===== config.mk =====
export PLATFORM = sky130hd
export DESIGN_NAME = gray_step_decoder
export DESIGN_NICKNAME = d
export VERILOG_FILES = /design/src/rtl/gray_step_decoder_pkg.sv /design/src/rtl/gray_step_decoder_gray3_to_bin.sv /design/src/rtl/gray_step_decoder.sv
export SDC_FILE = /design/constraint.sdc
export NUM_CORES = 1
export LEC_CHECK = 0
export BUFFER_PORTS_ARGS = -buffer_cell sky130_fd_sc_hd__buf_2
export CELL_PAD_IN_SITES_DETAIL_PLACEMENT = 0
export CELL_PAD_IN_SITES_GLOBAL_PLACEMENT = 2
export CORE_MARGIN = 2
export CORE_UTILIZATION = 35
export DETAILED_ROUTE_END_ITERATION = 10
export PLACE_DENSITY_LB_ADDON = 0.1
export SLEW_MARGIN = 20
export SYNTH_ARGS = -nofsm -noshare
export SYNTH_HDL_FRONTEND = slang
export SYNTH_SLANG_ARGS = --single-unit

===== constraint.sdc =====
create_clock -name clk -period 5.7 [get_ports clk]
set_input_delay 0.285 -clock clk [delete_from_list [all_inputs] [get_ports clk]]
set_output_delay 0.285 -clock clk [all_outputs]
set_load 0.01 [all_outputs]

===== src/rtl/gray_step_decoder_pkg.sv =====
// Shared constants for the 3-bit Gray step decoder: FSM encoding, Gray codes and step deltas.
package gray_step_decoder_pkg;

  typedef logic [1:0] state_t;

  localparam state_t IDLE  = 2'b00;
  localparam state_t TRACK = 2'b01;
  localparam state_t FAULT = 2'b10;

  // Gray sequence, positions 0..7, identical to the counter's s0..s7
  localparam logic [2:0] G0 = 3'b000;
  localparam logic [2:0] G1 = 3'b001;
  localparam logic [2:0] G2 = 3'b011;
  localparam logic [2:0] G3 = 3'b010;
  localparam logic [2:0] G4 = 3'b110;
  localparam logic [2:0] G5 = 3'b111;
  localparam logic [2:0] G6 = 3'b101;
  localparam logic [2:0] G7 = 3'b100;

  localparam logic [2:0] DELTA_UP = 3'd1;
  localparam logic [2:0] DELTA_DN = 3'd7;

endpackage


===== src/rtl/gray_step_decoder_gray3_to_bin.sv =====
// Combinational 3-bit Gray to binary conversion.
module gray3_to_bin (
  input  logic [2:0] gray,
  output logic [2:0] bin
);

  always_comb begin
    bin[2] = gray[2];
    bin[1] = gray[2] ^ gray[1];
    bin[0] = bin[1] ^ gray[0];
  end

endmodule


===== src/rtl/gray_step_decoder.sv =====
// Decodes a sampled 3-bit Gray code into binary, tracks step direction and accumulates
// a wrapping signed position; multi-bit jumps latch a fault until clr_err.
module gray_step_decoder
  import gray_step_decoder_pkg::*;
#(
  parameter int unsigned POS_W = 16
) (
  input  logic             clk,
  input  logic             rst,
  input  logic             en,
  input  logic [2:0]       gray_in,
  input  logic             clr_err,
  output logic [2:0]       bin_out,
  output logic [POS_W-1:0] pos,
  output logic             dir,
  output logic             step,
  output logic             wrap,
  output logic             err
);

  state_t           state_q, state_d;
  logic [2:0]       g_last_q, g_last_d;
  logic [2:0]       bin_q, bin_d;
  logic [POS_W-1:0] pos_q, pos_d;
  logic             dir_q, dir_d;
  logic             step_q, step_d;
  logic             wrap_q, wrap_d;
  logic             err_q, err_d;

  logic [2:0]       b_new;
  logic [2:0]       b_last;
  logic [2:0]       delta;

  gray3_to_bin u_dec_new (
    .gray (gray_in),
    .bin  (b_new)
  );

  gray3_to_bin u_dec_last (
    .gray (g_last_q),
    .bin  (b_last)
  );

  always_comb begin
    state_d  = state_q;
    g_last_d = g_last_q;
    bin_d    = bin_q;
    pos_d    = pos_q;
    dir_d    = dir_q;
    step_d   = 1'b0;
    wrap_d   = 1'b0;
    err_d    = err_q;
    delta    = b_new - b_last;

    case (state_q)
      IDLE: begin
        if (en) begin
          g_last_d = gray_in;
          bin_d    = b_new;
          state_d  = TRACK;
        end
      end
      TRACK: begin
        if (en) begin
          if (delta == DELTA_UP) begin
            pos_d    = pos_q + 1'b1;
            dir_d    = 1'b1;
            step_d   = 1'b1;
            wrap_d   = (b_last == 3'd7);
            g_last_d = gray_in;
            bin_d    = b_new;
          end else if (delta == DELTA_DN) begin
            pos_d    = pos_q - 1'b1;
            dir_d    = 1'b0;
            step_d   = 1'b1;
            wrap_d   = (b_last == 3'd0);
            g_last_d = gray_in;
            bin_d    = b_new;
          end else if (delta != 3'd0) begin
            err_d   = 1'b1;
            state_d = FAULT;
          end
        end
      end
      FAULT: begin
        // resync does not require en: the source may be paused while recovering
        if (clr_err) begin
          g_last_d = gray_in;
          bin_d    = b_new;
          err_d    = 1'b0;
          state_d  = TRACK;
        end
      end
      default: begin
        state_d = IDLE;
      end
    endcase
  end

  always_ff @(posedge clk or negedge rst) begin
    if (!rst) begin
      state_q  <= IDLE;
      g_last_q <= '0;
      bin_q    <= '0;
      pos_q    <= '0;
      dir_q    <= 1'b1;
      step_q   <= 1'b0;
      wrap_q   <= 1'b0;
      err_q    <= 1'b0;
    end else begin
      state_q  <= state_d;
      g_last_q <= g_last_d;
      bin_q    <= bin_d;
      pos_q    <= pos_d;
      dir_q    <= dir_d;
      step_q   <= step_d;
      wrap_q   <= wrap_d;
      err_q    <= err_d;
    end
  end

  assign bin_out = bin_q;
  assign pos     = pos_q;
  assign dir     = dir_q;
  assign step    = step_q;
  assign wrap    = wrap_q;
  assign err     = err_q;

endmodule


After elaboration in Yosys (flattened, before gate mapping) --
Cells that the tools add are included.
Operators by class: order comparisons 0, equality and inequality tests 12, shifts and indexed selects 0, bitwise logic cells 4, muxes and demuxes 37, add/sub/neg operators 3, $mul 0, divide/modulo/power cells 0, reductions and logical operators 10
Operators with widths (number):
- $mux W16 | 2
- $mux W3 | 10
- $pmux W3 S3 | 2
- $add A16 B1 Y16 const B | 1
- $sub A16 B1 Y16 const B | 1
- $mux W1 | 15
- $mux W2 | 6
- $ne A2 B2 Y1 const B | 6
- $reduce_and A6 Y1 | 2
- $eq A3 B3 Y1 const B | 2
- $pmux W2 S3 | 1
- $reduce_bool A3 Y1 | 2
- $reduce_and A5 Y1 | 1
- $reduce_bool A2 Y1 | 2
- $xor A1 B1 Y1 | 4
- $eq A3 B1 Y1 const B | 1
- $logic_not A3 Y1 | 1
- $ne A3 B3 Y1 const B | 1
- $reduce_and A3 Y1 | 1
- $sub A3 B3 Y3 | 1
- $eq A2 B1 Y1 const B | 1
- $eq A2 B2 Y1 const B | 1
- $logic_not A2 Y1 | 1
- $pmux W1 S2 | 1
Storage, ports and cells: output and inout port bits 23, latch bits 0, memory bits (writable) 0, bits in read-only memories 0, word-level logic and storage cells 74, input port bits 7, register bits 28, memories 0

Longest topological paths before layout --
word-level depth 9, gate-level depth with buffers 17, depth with buffers taken out 16

Hierarchy --
A second synthesis with hierarchy kept.
Unflattened totals: cell total of the unflattened synthesis 216, area total of the unflattened synthesis 2037.0 µm²
By module, submodules not included:
- gray_step_decoder | area an instance 1956.9 µm², sequential area each 701.9 µm², instances 1, cells each 210
- gray3_to_bin | area an instance 40.0 µm², sequential area each 0.0 µm², instances 2, cells each 3

Least setup slack after synthesis --
Ideal clock, no wire load.
kind register -> register, start register g_last_q[2], end register pos_q[15] (netlist: pos[15]), required time 5.562 ns, data arrival time 4.223 ns, buffers on the path 1, clock period less this slack 4.362 ns, slack 1.338 ns, library setup time 0.138 ns, cell stages (with the launch flop) 17, cell sequence dfrtp_1 > xor2_1 > ha_1 > inv_1 > ha_1 > inv_1 > fa_1 > xnor3_1 > or3_1 > clkbuf_1 > ha_1 > a211oi_1 > o21ai_0 > o211a_1 > o21a_1 > a221oi_1 > or4b_1
On the way: cells in the longest elaborated chain, start to end 6, elaborated cells between the ends (all ways) 8, those cells by class add/sub: 1; eq/ne: 2; mux: 1; bitwise: 2; reduce/logical: 2
RTL lines:
- start, declared | RTL line gray_step_decoder.sv:22 | logic [2:0] g_last_q, g_last_d;
- start signal, assigned | RTL line gray_step_decoder.sv:112 | g_last_q <= g_last_d;
- $xor A1 B1 Y1 | RTL line gray_step_decoder_gray3_to_bin.sv:9 | bin[1] = gray[2] ^ gray[1];
- $xor A1 B1 Y1 | RTL line gray_step_decoder_gray3_to_bin.sv:10 | bin[0] = bin[1] ^ gray[0];
- $sub A3 B3 Y3 * | RTL line gray_step_decoder.sv:53 | delta = b_new - b_last;
- $eq A3 B1 Y1 / $eq A3 B3 Y1 (equally long branches) | RTL line gray_step_decoder.sv:65, gray_step_decoder.sv:72
- $reduce_bool A2 Y1 (no line)
- $reduce_and A3 Y1 (no line)
- end signal, assigned | RTL line gray_step_decoder.sv:114 | pos_q <= pos_d;
- end, declared | RTL line gray_step_decoder.sv:24 | logic [POS_W-1:0] pos_q, pos_d;
Mark *: on every way between the ends. The rest lies on a longest branch, timed or not. A chain may end at the register's enable or synchronous reset.

Final worst setup path --
Ends and elaborated chain as after synthesis.

==> results.sh <==
export IMPL_drt_iter0_markers=51
export IMPL_placed_cells=301
export IMPL_port_buffers=29
export IMPL_r2r_end="pos[15]"
export IMPL_routed_wl_um=4140
export IMPL_drt_pass1_iter_count=6
export IMPL_crit_path_max_fanout=10
export IMPL_mostFrequentLayoutCells="buf_2 (29), dfrtp_1 (26), nand2_1 (25), o21ai_0 (18), ha_1 (18)"
export IMPL_drc=0
export IMPL_timing_fmax_mhz=224
export IMPL_fin_tns_setup_ps=0
export IMPL_vias_per_cell=5.10
export IMPL_setup_slack_ps=1230
export IMPL_yosysWarningCount=0
export IMPL_ant_nets=0
export IMPL_syn_area_per_cell_um2=9.25
export IMPL_async_flop_share=1.00
export IMPL_layoutNonFillerInstCount=305
export IMPL_wl_per_cell_um=13.6
export IMPL_drive_gt1_frac=0.183
export IMPL_rsz0062_at_grt="no"
export IMPL_grt_max_degree=37
export IMPL_ys_seq_area_frac=0.352
export IMPL_num_rows=26
export IMPL_reg2reg_from="g_last_q[2]"
export IMPL_cts_setup_buffers=0
export IMPL_cts_root_buffer="clkbuf_8"
export IMPL_antenna_found_initial=0
export IMPL_clk_pin_slew_worst_paths_ps=100
export IMPL_ys_types=50
export IMPL_finalCriticalPeriod_ps=4470
export IMPL_die_area_mm2=0.00610
export IMPL_ctsResizeCount=0
export IMPL_status="completed"
export IMPL_nets=263
export IMPL_place_ws_ps=1160
export IMPL_syn_area_mm2=0.00192
export IMPL_syn_inst=208
export IMPL_synth_main_ff_cell="dfrtp_1"
export IMPL_htreeDepth=1
export IMPL_die_width_um=78.1
export IMPL_hold_class="in -> async"
export IMPL_tightest_slew_ps=658
export IMPL_core_mm2=0.00520
export IMPL_numClockSinks=27
export IMPL_report_final_setup_viol=0
export IMPL_gp_congestion=0.784
export IMPL_grtUsageTotal=0.145
export IMPL_worstPathRequired_ps=5860
export IMPL_vias=1557
export IMPL_initial_core_util=0.369
export IMPL_clock_latency_ps=270
export IMPL_drv_slew=0
export IMPL_startpoint="g_last_q[2]"
export IMPL_fill_cells=551
export IMPL_grt_pass1_vias=1501
export IMPL_hold_viol_final=0
export IMPL_clock_tree_buffer_depth=2
export IMPL_cts_tree="yes"
export IMPL_synth_seq_cells=27
export IMPL_grt_pass1_wl_um=7210
export IMPL_drv_cap=0
export IMPL_die_y_um=78.1
export IMPL_reg2reg_depth=15
export IMPL_fin_crit_sh=0.784
export IMPL_holdBufCountCts=0
export IMPL_ios=30
export IMPL_cts_buffers_inserted=3
export IMPL_area_growth_pct=13.4
export IMPL_skew_ps=5.20
export IMPL_critPathKind="reg -> reg"
export IMPL_r2r_slack_ps=1230
export IMPL_arrival_ps=4620
export IMPL_dp_hpwl_um=3170
export IMPL_synth_edff_count=0
export IMPL_crit_path_start_kind="flip-flop"
export IMPL_endpoint="pos[15]"
export IMPL_syn_num_nets=235
export IMPL_num_antenna_cells=0
export IMPL_overflow=0
export IMPL_cp_end_kind="flip-flop"
export IMPL_layout_commonest_cell="buf_2"
export IMPL_relSlewSlack=0.561
-- per-stage QoR --
step	hold WS, ps	instance area (µm²)	util
2_1_floorplan	-10.6	1920	-
3_3_place_gp	344	2130	0.410
3_5_place_dp	363	2130	0.410
4_1_cts	40.8	2180	0.419
5_1_grt	71.1	2180	0.419
6_report	24.2	2180	0.419
-- worst min path at each step --
stage	start	end	slack, ps	depth (start not counted)
2_1_floorplan	rst	bin_out[0]	-10	0
3_3_place_gp	rst	g_last_q[0]	340	1
3_5_place_dp	rst	wrap	360	1
4_1_cts	rst	g_last_q[2]	40	1
5_1_grt	rst	g_last_q[2]	70	1
6_report	rst	wrap	20	1
-- cell type report --
cell class | count | area [µm²] | area share
multi-input cells | 163 | 1170 | 0.538
flip-flops and latches | 27 | 677 | 0.310
repair buffers | 30 | 153 | 0.0700
well taps | 70 | 87.6 | 0.0402
clock buffers | 3 | 41.3 | 0.0189
inverters | 11 | 41.3 | 0.0189
clock inverters | 1 | 7.51 | 0.00344
-- worst max-delay path, cell delays in order, from the launching register on --
cell	delay, ps
dfrtp_1	460
xor2_1	230
ha_1	260
inv_1	60
ha_1	130
inv_1	50
fa_1	360
xnor3_1	240
or3_1	500
ha_1	380
a211oi_1	220
o21ai_0	210
o211a_1	290
o21a_1	280
a221oi_1	250
or4b_1	450
-- Yosys cell counts, types with 2 or more instances --
master,count,area [µm²]
a21o_1,3,22.5
a21oi_1,14,70.1
a221oi_1,2,17.5
and3_1,3,18.8
clkbuf_1,4,15.0
dfrtp_1,26,651
fa_1,2,40.0
ha_1,18,225
inv_1,11,41.3
mux2_2,6,67.6
mux2i_1,2,20.0
nand2_1,25,93.8
nand3_1,5,25.0
nand3b_1,3,22.5
nand4_1,3,18.8
nor2_1,9,33.8
nor2b_1,3,18.8
nor3_1,2,10.0
o21a_1,5,37.5
o21ai_0,18,90.1
o21bai_1,2,15.0
o31ai_1,2,15.0
or4_1,2,15.0
xnor2_1,8,70.1
xor2_1,5,43.8
-- registers in the layout, indices dropped and copies added, names as in the netlist --
| name | flops |
|---|---|
| wrap | 1 |
| state_q | 2 |
| g_last_q | 3 |
| step | 1 |
| pos | 16 |
| bin_out | 2 |
| err | 1 |
| dir | 1 |
-- per-layer routing --
metal  GRT usage  part of all wire  up-vias
li1            -                 -      807
met2       0.228              0.45       38
met1       0.209              0.50      710
met4      0.0421            0.0053        0
met3      0.0207             0.044        2
met5           0                 0        -
-- cells by family after synthesis --
family	count (synthesis)	synth area share
DFF	27	0.352
muxes	8	0.0455
and+or+nand+nor	62	0.160
adders and majority gates	20	0.138
xor gates and xnor gates	14	0.0709
buffers and inverters	18	0.0377
AOI/OAI and AO/OA	59	0.196
Power is left out: the tool's default activity adds up to more than one toggle a clock period on the data nets, which glitch-free logic cannot reach.
